## src/rtl/pipeline_ctrl_pkg.sv

```systemverilog
// Shared types and defaults for the IF-stage hazard/sequencing controller.
package pipeline_ctrl_pkg;

    localparam int XLEN_DEF    = 32;
    localparam int RADDR_W_DEF = 5;
    localparam int CNT_W_DEF   = 16;

    // x0 is hardwired zero, so a load into it can never create a hazard
    localparam logic [RADDR_W_DEF-1:0] X0 = '0;

    typedef enum logic [1:0] {
        IDLE    = 2'd0,
        FETCH   = 2'd1,
        DISCARD = 2'd2
    } state_e;

endpackage

```

## src/rtl/hazard_sat_counter.sv

```systemverilog
// Saturating event counter used for the stall and flush performance counters.
module hazard_sat_counter #(
    parameter int CNT_W = 16
) (
    input  logic             clk_i,
    input  logic             reset_i,
    input  logic             inc_i,
    output logic [CNT_W-1:0] cnt_o
);

    logic [CNT_W-1:0] cnt_q;

    // Count one event per cycle, sticking at all-ones instead of wrapping
    always_ff @(posedge clk_i or posedge reset_i) begin
        if (reset_i) begin
            cnt_q <= '0;
        end else if (inc_i && (cnt_q != {CNT_W{1'b1}})) begin
            cnt_q <= cnt_q + 1'b1;
        end
    end

    assign cnt_o = cnt_q;

endmodule

```

## src/rtl/pipeline_hazard_ctrl.sv

```systemverilog
// IF-stage sequencer: imem handshake, load-use stalls, branch redirects
// (including redirects that land while a fetch is still outstanding).
module pipeline_hazard_ctrl
    import pipeline_ctrl_pkg::*;
#(
    parameter int XLEN    = XLEN_DEF,
    parameter int RADDR_W = RADDR_W_DEF,
    parameter int CNT_W   = CNT_W_DEF
) (
    input  logic               clk_i,
    input  logic               reset_i,
    output logic               imem_req_o,
    input  logic               imem_ack_i,
    input  logic [RADDR_W-1:0] if_id_rs1_i,
    input  logic [RADDR_W-1:0] if_id_rs2_i,
    input  logic               if_id_rs1_use_i,
    input  logic               if_id_rs2_use_i,
    input  logic [RADDR_W-1:0] id_ex_rd_i,
    input  logic               id_ex_mem_read_i,
    input  logic               branch_taken_i,
    input  logic [XLEN-1:0]    branch_target_i,
    output logic               pc_en_o,
    output logic               pc_sel_o,
    output logic [XLEN-1:0]    redirect_pc_o,
    output logic               if_id_en_o,
    output logic               if_id_flush_o,
    output logic               id_ex_flush_o,
    output logic [CNT_W-1:0]   stall_cnt_o,
    output logic [CNT_W-1:0]   flush_cnt_o
);

    state_e          state;
    logic [XLEN-1:0] target_q;
    logic            luh;
    logic            stall_inc;
    logic            flush_inc;

    // Load in EX whose rd feeds a source register the ID instruction actually reads
    assign luh = id_ex_mem_read_i && (id_ex_rd_i != RADDR_W'(X0)) &&
                 (((id_ex_rd_i == if_id_rs1_i) && if_id_rs1_use_i) ||
                  ((id_ex_rd_i == if_id_rs2_i) && if_id_rs2_use_i));

    // State and latched redirect target; the target is held while the stale fetch drains
    always_ff @(posedge clk_i or posedge reset_i) begin
        if (reset_i) begin
            state    <= IDLE;
            target_q <= '0;
        end else begin
            case (state)
                IDLE: state <= FETCH;
                FETCH: begin
                    if (branch_taken_i && !imem_ack_i) begin
                        target_q <= branch_target_i;
                        state    <= DISCARD;
                    end
                end
                DISCARD: begin
                    if (imem_ack_i) state <= FETCH;
                end
                default: state <= IDLE;
            endcase
        end
    end

    // Output decode; branch beats load-use, which beats a plain ack
    always_comb begin
        imem_req_o    = 1'b0;
        pc_en_o       = 1'b0;
        pc_sel_o      = 1'b0;
        if_id_en_o    = 1'b0;
        if_id_flush_o = 1'b0;
        id_ex_flush_o = 1'b0;
        flush_inc     = 1'b0;
        case (state)
            FETCH: begin
                imem_req_o = 1'b1;
                if (branch_taken_i) begin
                    if_id_flush_o = 1'b1;
                    id_ex_flush_o = 1'b1;
                    flush_inc     = 1'b1;
                    if (imem_ack_i) begin
                        pc_en_o  = 1'b1;
                        pc_sel_o = 1'b1;
                    end
                end else if (luh) begin
                    // hold PC and IF/ID; any acked word is dropped and refetched
                    id_ex_flush_o = 1'b1;
                end else if (imem_ack_i) begin
                    pc_en_o    = 1'b1;
                    if_id_en_o = 1'b1;
                end else begin
                    if_id_flush_o = 1'b1;
                end
            end
            DISCARD: begin
                // EX holds a bubble here, so branch_taken_i cannot be genuine
                imem_req_o    = 1'b1;
                if_id_flush_o = 1'b1;
                if (imem_ack_i) begin
                    pc_en_o  = 1'b1;
                    pc_sel_o = 1'b1;
                end
            end
            default: begin
                if_id_flush_o = 1'b1;
                id_ex_flush_o = 1'b1;
            end
        endcase
    end

    assign redirect_pc_o = (state == DISCARD) ? target_q : branch_target_i;
    assign stall_inc     = (state != IDLE) && !pc_en_o;

    hazard_sat_counter #(.CNT_W(CNT_W)) u_stall_cnt (
        .clk_i   (clk_i),
        .reset_i (reset_i),
        .inc_i   (stall_inc),
        .cnt_o   (stall_cnt_o)
    );

    hazard_sat_counter #(.CNT_W(CNT_W)) u_flush_cnt (
        .clk_i   (clk_i),
        .reset_i (reset_i),
        .inc_i   (flush_inc),
        .cnt_o   (flush_cnt_o)
    );

endmodule

```

## config.mk

```make
export PLATFORM = sky130hd
export DESIGN_NAME = pipeline_hazard_ctrl
export DESIGN_NICKNAME = d
export VERILOG_FILES = /design/src/rtl/pipeline_ctrl_pkg.sv /design/src/rtl/hazard_sat_counter.sv /design/src/rtl/pipeline_hazard_ctrl.sv
export SDC_FILE = /design/constraint.sdc
export NUM_CORES = 1
export LEC_CHECK = 0
export BUFFER_PORTS_ARGS = -buffer_cell sky130_fd_sc_hd__buf_2
export CORE_UTILIZATION = 54
export CTS_CLUSTER_DIAMETER = 120
export DETAILED_ROUTE_END_ITERATION = 10
export PLACE_DENSITY = 0.86
export SLEW_MARGIN = 20
export SYNTH_ARGS = -nofsm -noshare
export SYNTH_HDL_FRONTEND = slang
export SYNTH_SLANG_ARGS = --single-unit
export TNS_END_PERCENT = 1
```

## constraint.sdc

```tcl
create_clock -name clk_i -period 6.1 [get_ports clk_i]
set_input_delay 0.305 -clock clk_i [delete_from_list [all_inputs] [get_ports clk_i]]
set_output_delay 0.305 -clock clk_i [all_outputs]
set_load 0.01 [all_outputs]
```

==> results.json, run 1 <==
{
  "dieWidth_um": 82.4,
  "endpoint_kind": "register",
  "fp.dieH_um": 82.4,
  "synthTopCellsByArea": "dfrtp_1 (47%), mux2_2 (21%), xnor2_1 (5.3%), xor2_1 (4.3%), nand2_1 (2.0%)",
  "ctsRootBufferMaster": "clkbuf_8",
  "syn-num-nets": 348,
  "cts_tree": "done",
  "register_area_mm2": 0.00165,
  "max-slew-margin-rel_pct": 41.6,
  "start_util_pct": 57.3,
  "synth_top_area_cell": "dfrtp_1",
  "hold_violations": 0,
  "ant_nets": 0,
  "timing.setup.tns_ns": 0,
  "worst-path-max-fanout": 37,
  "ys_ff_latch": 66,
  "grt_max_degree": 67,
  "first_pass_iters": 4,
  "synth_seq_area_share_pct": 47.3,
  "post-route-period-util_pct": 42.6,
  "fmax_mhz": 385,
  "syn_area_mm2": 0.00349,
  "clock_latency_ns": 0.34,
  "antennaDiodeCount": 0,
  "rr_endpoint": "u_stall_cnt.cnt_o[1]",
  "gp_congestion": 0.810,
  "multiInputGateArea_mm2": 0.00175,
  "status": "completed",
  "grt_use_total_pct": 23.1,
  "p_clk_share_pct": 20.4,
  "min_path_type": "input pin to asynchronous set/reset pin",
  "p_leak_nw": 2.02,
  "place_hpwl_um": 5420,
  "cap_viol_max_count": 0,
  "cts_sinks": 66,
  "grt_pass1_wl_um": 11600,
  "clk_pin_slew_worst_paths_ns": 0.08,
  "clk_path_buf_depth": 2,
  "synth_top_cell_area_share_pct": 47.3,
  "grt_pass1_vias": 2532,
  "antenna_found_initial": 0,
  "ys.flop_type": "dfrtp_1",
  "fin_worst_skew_ns": 0.00984,
  "floorplan.die_area_mm2": 0.00679,
  "post-cts-setup-buffers": 0,
  "worst_slew_pin_slew_ns": 0.876,
  "rows": 28,
  "combPwrFrac_pct": 40.0,
  "maxSlewViolCount": 0,
  "ctsHoldBuffers": 0,
  "powerDensity_mw_per_mm2": 432,
  "dr.first_iter.drc_count": 78,
  "cp.required_ns": 6.32,
  "criticalPathCategory": "register to register",
  "p_int_w": 0.00120,
  "area_growth_pct": 25.0,
  "coreArea_mm2": 0.00610,
  "p_switching_w": 0.000691,
  "fillers": 478,
  "synth-edff-count": 0,
  "synthDistinctLibCells": 43,
  "avgSynthCellArea_um2": 12.1,
  "whs_ns": 0.197,
  "rsz0062_at_grt": "false",
  "worst_setup_path_start_kind": "register",
  "synthCells": 289,
  "io_buffers": 123,
  "synth_common_cells": "dfrtp_1 (66), mux2_2 (64), xnor2_1 (21)",
  "io_pins": 124,
  "yosys_warnings": 0,
  "wirelength_um": 7520,
  "routedWlPerCell_um": 15.2,
  "vias_per_cell": 5.40,
  "worst_ir_drop_vdd_mv": 0.317,
  "ctsResizeCount": 0,
  "route.detailed.drc": 0,
  "reg2reg_from": "state[0]",
  "cp.arrival_ns": 2.82,
  "yosysMostFrequentCell": "dfrtp_1",
  "postSynth.asyncResetShare_pct": 100,
  "swShare_pct": 36.6,
  "route.vias.total": 2667,
  "rrSetupSlack_ns": 3.50,
  "htreeDepth": 3,
  "gr-total-overflow": 0,
  "min_period_ns": 2.60,
  "fin_nets": 473,
  "finalSetupViolCount": 0,
  "drive_gt1_share_pct": 52.5,
  "r2r_cells": 6,
  "cts-buffers-inserted": 9,
  "p_seq_share_pct": 39.6
}
==> state kept, by name, indices dropped and copies added, names as in the netlist <==
| register | flops |
|---|---|
| state | 2 |
| target_q | 32 |
| u_flush_cnt.cnt_o | 16 |
| u_stall_cnt.cnt_o | 16 |
==> kinds of logic (layout without fill, tap and decap cells) <==
family,after synthesis,in the layout,share of synthesized area (%)
buffers and inverters,17,147,2.58
and+or+nand+nor,82,82,14.0
xor gates and xnor gates,38,38,9.53
adders and majority gates,5,5,1.79
DFF,66,66,47.3
muxes,66,66,21.4
AOI/OAI and AO/OA,15,15,3.47
==> worst max-delay path, cell delays in order (launching register included) <==
cell and delay (ns):
dfrtp_1 0.41, inv_1 0.10, ha_2 0.77, o211a_4 0.29
a211o_1 0.48, nor2_2 0.11, mux2_4 0.32
==> how the worst max path moves through the flow <==
stage | cells past startpoint | from | slack, ns | to
2_1_floorplan | 8 | state[0] | 4.06 | u_stall_cnt.cnt_o[15]
4_1_cts | 6 | state[0] | 3.50 | u_stall_cnt.cnt_o[1]
6_report | 6 | state[0] | 3.50 | u_stall_cnt.cnt_o[1]
5_1_grt | 6 | state[0] | 3.37 | u_stall_cnt.cnt_o[1]
3_5_place_dp | 6 | state[0] | 3.52 | u_stall_cnt.cnt_o[1]
3_3_place_gp | 6 | state[0] | 3.61 | u_stall_cnt.cnt_o[1]
==> per-stage QoR <==
stage | instance area [µm²] | power [W] | setup slack (ns) | utilization [%] | std cells
finish | 4370 | 0.00189 | 3.50 | 71.6 | 494
global route | 4370 | 0.00201 | 3.37 | 71.6 | 494
CTS | 4370 | 0.00190 | 3.50 | 71.6 | 494
detailed placement | 4150 | 0.00151 | 3.52 | 68.1 | 478
global placement | 4150 | 0.00147 | 3.61 | 68.1 | 478
floorplan | 3490 | 0.00128 | 4.06 | - | 289
==> routing by layer <==
metal / vias up / wire length (µm) / global-route usage (%)
met4: 0 / 126 / 10.0
met5: - / 0 / 0
met1: 1276 / 3250 / 28.1
met2: 93 / 3760 / 38.9
met3: 17 / 395 / 5.82
li1: 1281 / - / -
==> layout make-up <==
| class | count | area share, % |
|---|---|---|
| Multi-Input combinational cell | 206 | 40.2 |
| Sequential cell | 66 | 37.8 |
| Tap cell | 75 | 2.15 |
| Timing Repair Buffer | 125 | 14.4 |
| Clock buffer | 11 | 3.47 |
| Clock inverter | 5 | 1.43 |
| Inverter | 6 | 0.516 |
==> power by group through the flow <==
stage	Combinational, W	Clock, W	Sequential [W]
3_5_place_dp	0.000760	0	0.000752
3_3_place_gp	0.000729	0	0.000738
5_1_grt	0.000823	0.000411	0.000773
2_1_floorplan	0.000530	0	0.000746
4_1_cts	0.000763	0.000389	0.000746
6_report	0.000755	0.000385	0.000748
==> layout by cell type, fill, tap and decap left out, drive strengths merged, types with 2 or more instances in the layout <==
cell,instances
o21ai,2
buf,125
a21oi,6
nor3,7
clkinvlp,2
clkbuf,11
dfrtp,66
ha,5
nand3,13
mux2,66
and4,2
or2,2
xor2,17
and3,3
nor2,9
nor2b,3
inv,6
nand2,19
nand2b,2
xnor2,21
nor4,7
clkinv,2
nor3b,2
nand4,9
Power figures use the tool's default switching activity.
==> run 2: changes to the inputs <==
--- a/config.mk
+++ b/config.mk
@@ -5,11 +5,12 @@
 export SDC_FILE = /design/constraint.sdc
 export NUM_CORES = 1
 export LEC_CHECK = 0
+export ABC_AREA = 1
 export BUFFER_PORTS_ARGS = -buffer_cell sky130_fd_sc_hd__buf_2
-export CORE_UTILIZATION = 54
+export CORE_UTILIZATION = 46
 export CTS_CLUSTER_DIAMETER = 120
 export DETAILED_ROUTE_END_ITERATION = 10
-export PLACE_DENSITY = 0.86
+export PLACE_DENSITY = 0.76
 export SLEW_MARGIN = 20
 export SYNTH_ARGS = -nofsm -noshare
 export SYNTH_HDL_FRONTEND = slang
==> constraint.sdc (replaced) <==
create_clock -name clk_i -period 2.3 [get_ports clk_i]
set_input_delay 0.115 -clock clk_i [delete_from_list [all_inputs] [get_ports clk_i]]
set_output_delay 0.115 -clock clk_i [all_outputs]
set_load 0.01 [all_outputs]
==> run 2 against run 1 <==
Against the previous run:
- worst hold slack got worse by 0.16 ns
- via count rose by 42%
- critical path depth fell by 1
- largest power group is now registers
==> results.json, run 2 <==
{
  "route.detailed.drc": 0,
  "area_growth_pct": 23.1,
  "min_path_type": "input pin to register",
  "ys.flop_type": "dfrtp_1",
  "dr_wl_met3_um": 494,
  "synthTopCellsByArea": "dfrtp_1 (43%), nand2_1 (19%), o21ai_0 (8.9%), inv_1 (6.4%), nand4_1 (3.4%)",
  "min_period_ns": 1.99,
  "syn_area_mm2": 0.00386,
  "max-slew-margin-rel_pct": 53.1,
  "antenna_found_initial": 0,
  "wirelength_um": 8890,
  "cp_cell_sequence": "inv_1, ha_2, buf_4, o21ai_0, buf_2",
  "mostFrequentLayoutCells": "nand2_1 (195), buf_2 (123), o21ai_0 (69)",
  "grt_use_total_pct": 21.5,
  "holdPathEnd": "target_q[5]",
  "hold-path-cell-count": 3,
  "fin_nets": 723,
  "synth_common_cells": "nand2_1 (196), o21ai_0 (69), dfrtp_1 (66), inv_1 (66), nor2_1 (31)",
  "largest_reg_flops": 32,
  "fmax_mhz": 503,
  "p_leak_nw": 2.61,
  "ant_nets": 0,
  "grt_max_degree": 69,
  "yosys_warnings": 0,
  "maxSlewViolCount": 0,
  "synth_seq_area_share_pct": 42.7,
  "worst_setup_path_start_kind": "register",
  "grt_pass1_vias": 3418,
  "ctsResizeCount": 0,
  "clock_latency_ns": 0.33,
  "wl_met2_um": 4170,
  "finalSetupViolCount": 0,
  "worst_ir_drop_vdd_mv": 0.531,
  "gr-total-overflow": 0,
  "synthDistinctLibCells": 25,
  "ys_ff_latch": 66,
  "whs_ns": 0.0348,
  "reg2reg_from": "u_stall_cnt.cnt_o[0]",
  "dieWidth_um": 93.7,
  "coreArea_mm2": 0.00818,
  "powerDensity_mw_per_mm2": 905,
  "io_buffers": 123,
  "criticalPathCategory": "register to primary output",
  "dp.cells": 757,
  "synth-edff-count": 0,
  "rrSetupSlack_ns": 0.33,
  "synth_top_area_cell": "dfrtp_1",
  "io_pins": 124,
  "wl_met1_um": 4010,
  "critPathSlowestCell": "buf_4",
  "top_layer_used": "met4",
  "rr_endpoint": "u_stall_cnt.cnt_o[0]",
  "syn-num-nets": 603,
  "clk_pin_slew_worst_paths_ns": 0.07,
  "holdCritStartpoint": "branch_target_i[5]",
  "vias_per_cell": 4.89,
  "synth_top_cell_area_share_pct": 42.7,
  "avgSynthCellArea_um2": 7.10,
  "cap_viol_max_count": 0,
  "dr.first_iter.drc_count": 105,
  "ctsRootBufferMaster": "clkbuf_8",
  "fin_cells": 772,
  "rows": 33,
  "route.vias.total": 3777,
  "fillers": 755,
  "grt_pass1_wl_um": 14900,
  "synthCells": 544,
  "postSynth.asyncResetShare_pct": 100,
  "final_common_cell": "nand2_1",
  "cts_tree": "done",
  "floorplan.die_area_mm2": 0.00877,
  "rsz0062_at_grt": "false",
  "start_util_pct": 47.3,
  "cp.required_ns": 2.18,
  "drive_gt1_share_pct": 23.8,
  "routedWlPerCell_um": 11.5,
  "yosysMostFrequentCell": "nand2_1",
  "r2r_cells": 9,
  "endpoint_kind": "primary output",
  "timing.setup.tns_ns": 0,
  "hold_violations": 0,
  "post-route-period-util_pct": 86.4,
  "gp_congestion": 0.945,
  "cp.arrival_ns": 1.87,
  "cts_sinks": 66,
  "clk_path_buf_depth": 2,
  "place_hpwl_um": 6410,
  "largest-register": "target_q",
  "cts-buffers-inserted": 9,
  "worst-path-max-fanout": 68,
  "first_pass_iters": 5,
  "antennaDiodeCount": 0,
  "status": "completed",
  "htreeDepth": 3,
  "worst_slew_pin_slew_ns": 0.702,
  "slowest_delay_ns": 0.46,
  "fp.dieH_um": 93.7,
  "fin_worst_skew_ns": 0.00868
}
==> run 2: logic make-up (layout without fill, tap and decap cells) <==
group | after synthesis | after routing | synth area share, %
compound gates | 74 | 74 | 9.68
xor+xnor | 26 | 26 | 5.89
fa+ha+maj | 5 | 5 | 1.62
buf+inv | 91 | 214 | 9.13
flops | 66 | 66 | 42.7
simple gates | 282 | 282 | 30.9
==> run 2: final cells by class <==
class                      count  area (µm²)  area share [%]
clock inverter                 3        17.5           0.368
timing repair buffer         128         681            14.3
inverter                      72         270            5.68
tap                          105         131            2.76
clock buffer                  11         141            2.97
sequential                    66        1650            34.7
multi-input combinational    387        1870            39.2
==> run 2: what timing repair did <==
item,4_1_cts,5_1_grt
hold buffers,1,0
hold endpoints to repair,31,0
setup buffers,0,0
==> run 2: metal layers <==
layer / vias up / GRT usage [%]
li1: 1946 / -
met1: 1701 / 25.5
met2: 113 / 36.9
met3: 17 / 4.53
met4: 0 / 10.4
met5: - / 0
==> run 2: worst max path at each step <==
| stage | from | end | slack [ns] |
|---|---|---|---|
| floorplan | reset_i | state[0] | 0.53 |
| global placement | u_stall_cnt.cnt_o[0] | u_stall_cnt.cnt_o[1] | 0.51 |
| detailed placement | u_stall_cnt.cnt_o[0] | u_stall_cnt.cnt_o[6] | 0.42 |
| CTS | state[0] | redirect_pc_o[20] | 0.29 |
| global route | state[0] | redirect_pc_o[19] | 0.13 |
| finish | state[0] | redirect_pc_o[22] | 0.31 |
==> run 2: through the flow <==
step                worst slack, ns  cell area, µm²  util [%]  total power, W
floorplan                     0.530            3860         -         0.00296
global placement              0.508            4590      56.1         0.00344
detailed placement            0.415            4590      56.1         0.00350
global route                  0.129            4760      58.2         0.00470
CTS                           0.288            4760      58.2         0.00436
finish                        0.312            4760      58.2         0.00431
==> run 2: worst max-delay path: cells and delay by family, from the launching register on <==
kind | cells | cell delay [ns]
buffers and inverters | 3 | 0.72
flip-flops | 1 | 0.38
AO/OA/AOI/OAI | 1 | 0.21
adder cells (fa/ha/maj) | 1 | 0.19
==> run 2: report_power, final <==
part	switching (W)	total, W	leakage [nW]	internal (W)
combinational	0.00101	0.00164	1.67	0.000622
clock	0.000419	0.000824	0.0810	0.000405
sequential	0.000287	0.00185	0.857	0.00156
total	0.00172	0.00431	2.61	0.00259
==> run 3: changes to the inputs <==
--- a/config.mk
+++ b/config.mk
@@ -6,7 +6,7 @@
 export NUM_CORES = 1
 export LEC_CHECK = 0
 export ABC_AREA = 1
-export BUFFER_PORTS_ARGS = -buffer_cell sky130_fd_sc_hd__buf_2
+export BUFFER_PORTS_ARGS = -buffer_cell sky130_fd_sc_hd__buf_4
 export CORE_UTILIZATION = 46
 export CTS_CLUSTER_DIAMETER = 120
 export DETAILED_ROUTE_END_ITERATION = 10
==> constraint.sdc (replaced) <==
create_clock -name clk_i -period 2.3 [get_ports clk_i]
set_input_delay 0.115 -clock clk_i [delete_from_list [all_inputs] [get_ports clk_i]]
set_output_delay 0.115 -clock clk_i [all_outputs]
set_load 0.1 [all_outputs]
==> run 3 against run 2 <==
Against the previous run:
- core utilization rose by 5.1 points
- worst hold slack improved by 0.041 ns
- worst setup slack got worse by 0.071 ns
- register-to-register slack improved by 0.08 ns
- die area did not move
- critical path depth rose by 1
- design area rose by 8.8%
- wire length rose by 4.3%
- count of clock-buffer cells in the layout did not move
- first-iteration DRC count rose by 20%
- combinational power rose by 130%
- critical endpoint is now redirect_pc_o[4]
- largest cell class unchanged
==> results.json, run 3 (synthesized netlist as in run 2, its figures left out) <==
{
  "clk_path_buf_depth": 2,
  "grt_pass1_wl_um": 15700,
  "min_period_ns": 2.06,
  "worst_setup_path_start_kind": "register",
  "dieWidth_um": 93.7,
  "cap_viol_max_count": 0,
  "top_layer_used": "met4",
  "powerDensity_mw_per_mm2": 1280,
  "p_leak_nw": 2.73,
  "status": "completed",
  "worst-path-max-fanout": 63,
  "worst_ir_drop_vdd_mv": 0.852,
  "rr_endpoint": "u_flush_cnt.cnt_o[12]",
  "cp.arrival_ns": 1.94,
  "endpoint_kind": "primary output",
  "wl_met1_um": 4060,
  "gr-total-overflow": 0,
  "hold-path-cell-count": 3,
  "rows": 33,
  "post-route-period-util_pct": 89.5,
  "coreArea_mm2": 0.00818,
  "rrSetupSlack_ns": 0.41,
  "io_buffers": 123,
  "min_path_type": "input pin to register",
  "fin_nets": 723,
  "r2r_cells": 8,
  "area_growth_pct": 33.9,
  "reg2reg_from": "u_flush_cnt.cnt_o[0]",
  "fmax_mhz": 486,
  "grt_use_total_pct": 22.4,
  "grt_max_degree": 67,
  "grt_pass1_vias": 3612,
  "cp.required_ns": 2.18,
  "fin_worst_skew_ns": 0.0170,
  "timing.setup.tns_ns": 0,
  "hold_violations": 0,
  "wirelength_um": 9270,
  "route.vias.total": 3760,
  "htreeDepth": 3,
  "final_common_cell": "nand2_1",
  "antennaDiodeCount": 0,
  "ant_nets": 0,
  "post-cts-setup-buffers": 0,
  "antenna_found_initial": 0,
  "gp_congestion": 0.821,
  "dr_wl_met3_um": 674,
  "max-slew-margin-rel_pct": 72.9,
  "holdPathEnd": "target_q[21]",
  "dpl-instance-area_mm2": 0.00495,
  "dr.first_iter.drc_count": 126,
  "floorplan.die_area_mm2": 0.00877,
  "largest_reg_flops": 32,
  "ctsRootBufferMaster": "clkbuf_8",
  "place_hpwl_um": 6690,
  "routedWlPerCell_um": 12.0,
  "first_pass_iters": 6,
  "clk_pin_slew_worst_paths_ns": 0.07,
  "wl_met2_um": 4440,
  "largest-register": "target_q",
  "fin_cells": 774,
  "fillers": 726,
  "cts-buffers-inserted": 9,
  "dp.cells": 757,
  "vias_per_cell": 4.86,
  "finalSetupViolCount": 0,
  "worst_slew_pin_slew_ns": 0.407,
  "clock_latency_ns": 0.33,
  "mostFrequentLayoutCells": "nand2_1 (194), buf_4 (124), dfrtp_1 (66)",
  "drive_gt1_share_pct": 24.7,
  "maxSlewViolCount": 0,
  "route.detailed.drc": 0,
  "io_pins": 124,
  "rsz0062_at_grt": "false",
  "fp.dieH_um": 93.7,
  "whs_ns": 0.0760,
  "cts_sinks": 66,
  "cts_tree": "done",
  "criticalPathCategory": "register to primary output",
  "start_util_pct": 47.3,
  "stdcell_area_mm2": 0.00517,
  "holdCritStartpoint": "branch_target_i[21]"
}
[run 3: cell types whose count changed in the layout (fill, tap and decap cells not counted)]
| cell | delta |
|---|---|
| ha_1 | -1 |
| a21oi_4 | +1 |
| bufinv_16 | +2 |
| a21oi_1 | -1 |
| buf_2 | -123 |
| o21ai_0 | -32 |
| nand2_1 | -1 |
| a22oi_2 | +1 |
| a22oi_1 | -1 |
| ha_4 | +1 |
| buf_4 | +122 |
| nand2_4 | +1 |
| buf_12 | +1 |
| o21ai_1 | +32 |
[run 3: how the worst max path moves through the flow]
stage	startpoint	endpoint	slack, ns	cells past startpoint
2_1_floorplan	state[0]	pc_en_o	-0.16	7
3_3_place_gp	u_flush_cnt.cnt_o[0]	u_flush_cnt.cnt_o[12]	0.50	8
3_5_place_dp	u_stall_cnt.cnt_o[0]	u_stall_cnt.cnt_o[8]	0.43	9
4_1_cts	state[0]	redirect_pc_o[4]	0.19	6
5_1_grt	state[0]	redirect_pc_o[4]	0.06	6
6_report	state[0]	redirect_pc_o[4]	0.24	6
[run 3: worst max-delay path: stages, from the launching register on]
cell and delay [ns]:
dfrtp_1 0.39, inv_1 0.15, ha_2 0.31, buf_12 0.27, nand2_1 0.08, o21ai_1 0.10, buf_4 0.31
[run 3: what timing repair did]
action                                  4_1_cts  5_1_grt
hold buffers                                  1        0
resized for setup                             0        0
endpoints found under the setup margin        0        0
endpoints found under the hold margin        66        0
[run 3: area by class of cell]
cell class	instances	area (µm²)	area share, %
clock buffer	11	141	2.73
clock inverter	5	77.6	1.50
inverter	72	270	5.22
multi-input combinational	387	1900	36.8
sequential	66	1650	31.9
tap	105	131	2.54
timing repair buffer	128	1000	19.3
[run 3: through the flow]
stage / utilization [%] / setup WS [ns] / total power (W)
2_1_floorplan: - / -0.157 / 0.00484
3_3_place_gp: 60.5 / 0.498 / 0.00549
3_5_place_dp: 60.5 / 0.427 / 0.00559
4_1_cts: 63.3 / 0.191 / 0.00668
5_1_grt: 63.3 / 0.0611 / 0.00702
6_report: 63.3 / 0.242 / 0.00663
[run 3: power breakdown]
group	leakage (nW)	switching [W]	internal [W]
logic	1.76	0.00285	0.000849
clock network	0.109	0.000432	0.000637
registers	0.857	0.000302	0.00156
total	2.73	0.00359	0.00305
[run 3: routing by layer]
| layer | up-vias | global-route usage [%] |
|---|---|---|
| li1 | 1948 | - |
| met1 | 1700 | 27.4 |
| met2 | 101 | 38.2 |
| met3 | 11 | 6.39 |
| met4 | 0 | 6.67 |
| met5 | - | 0 |
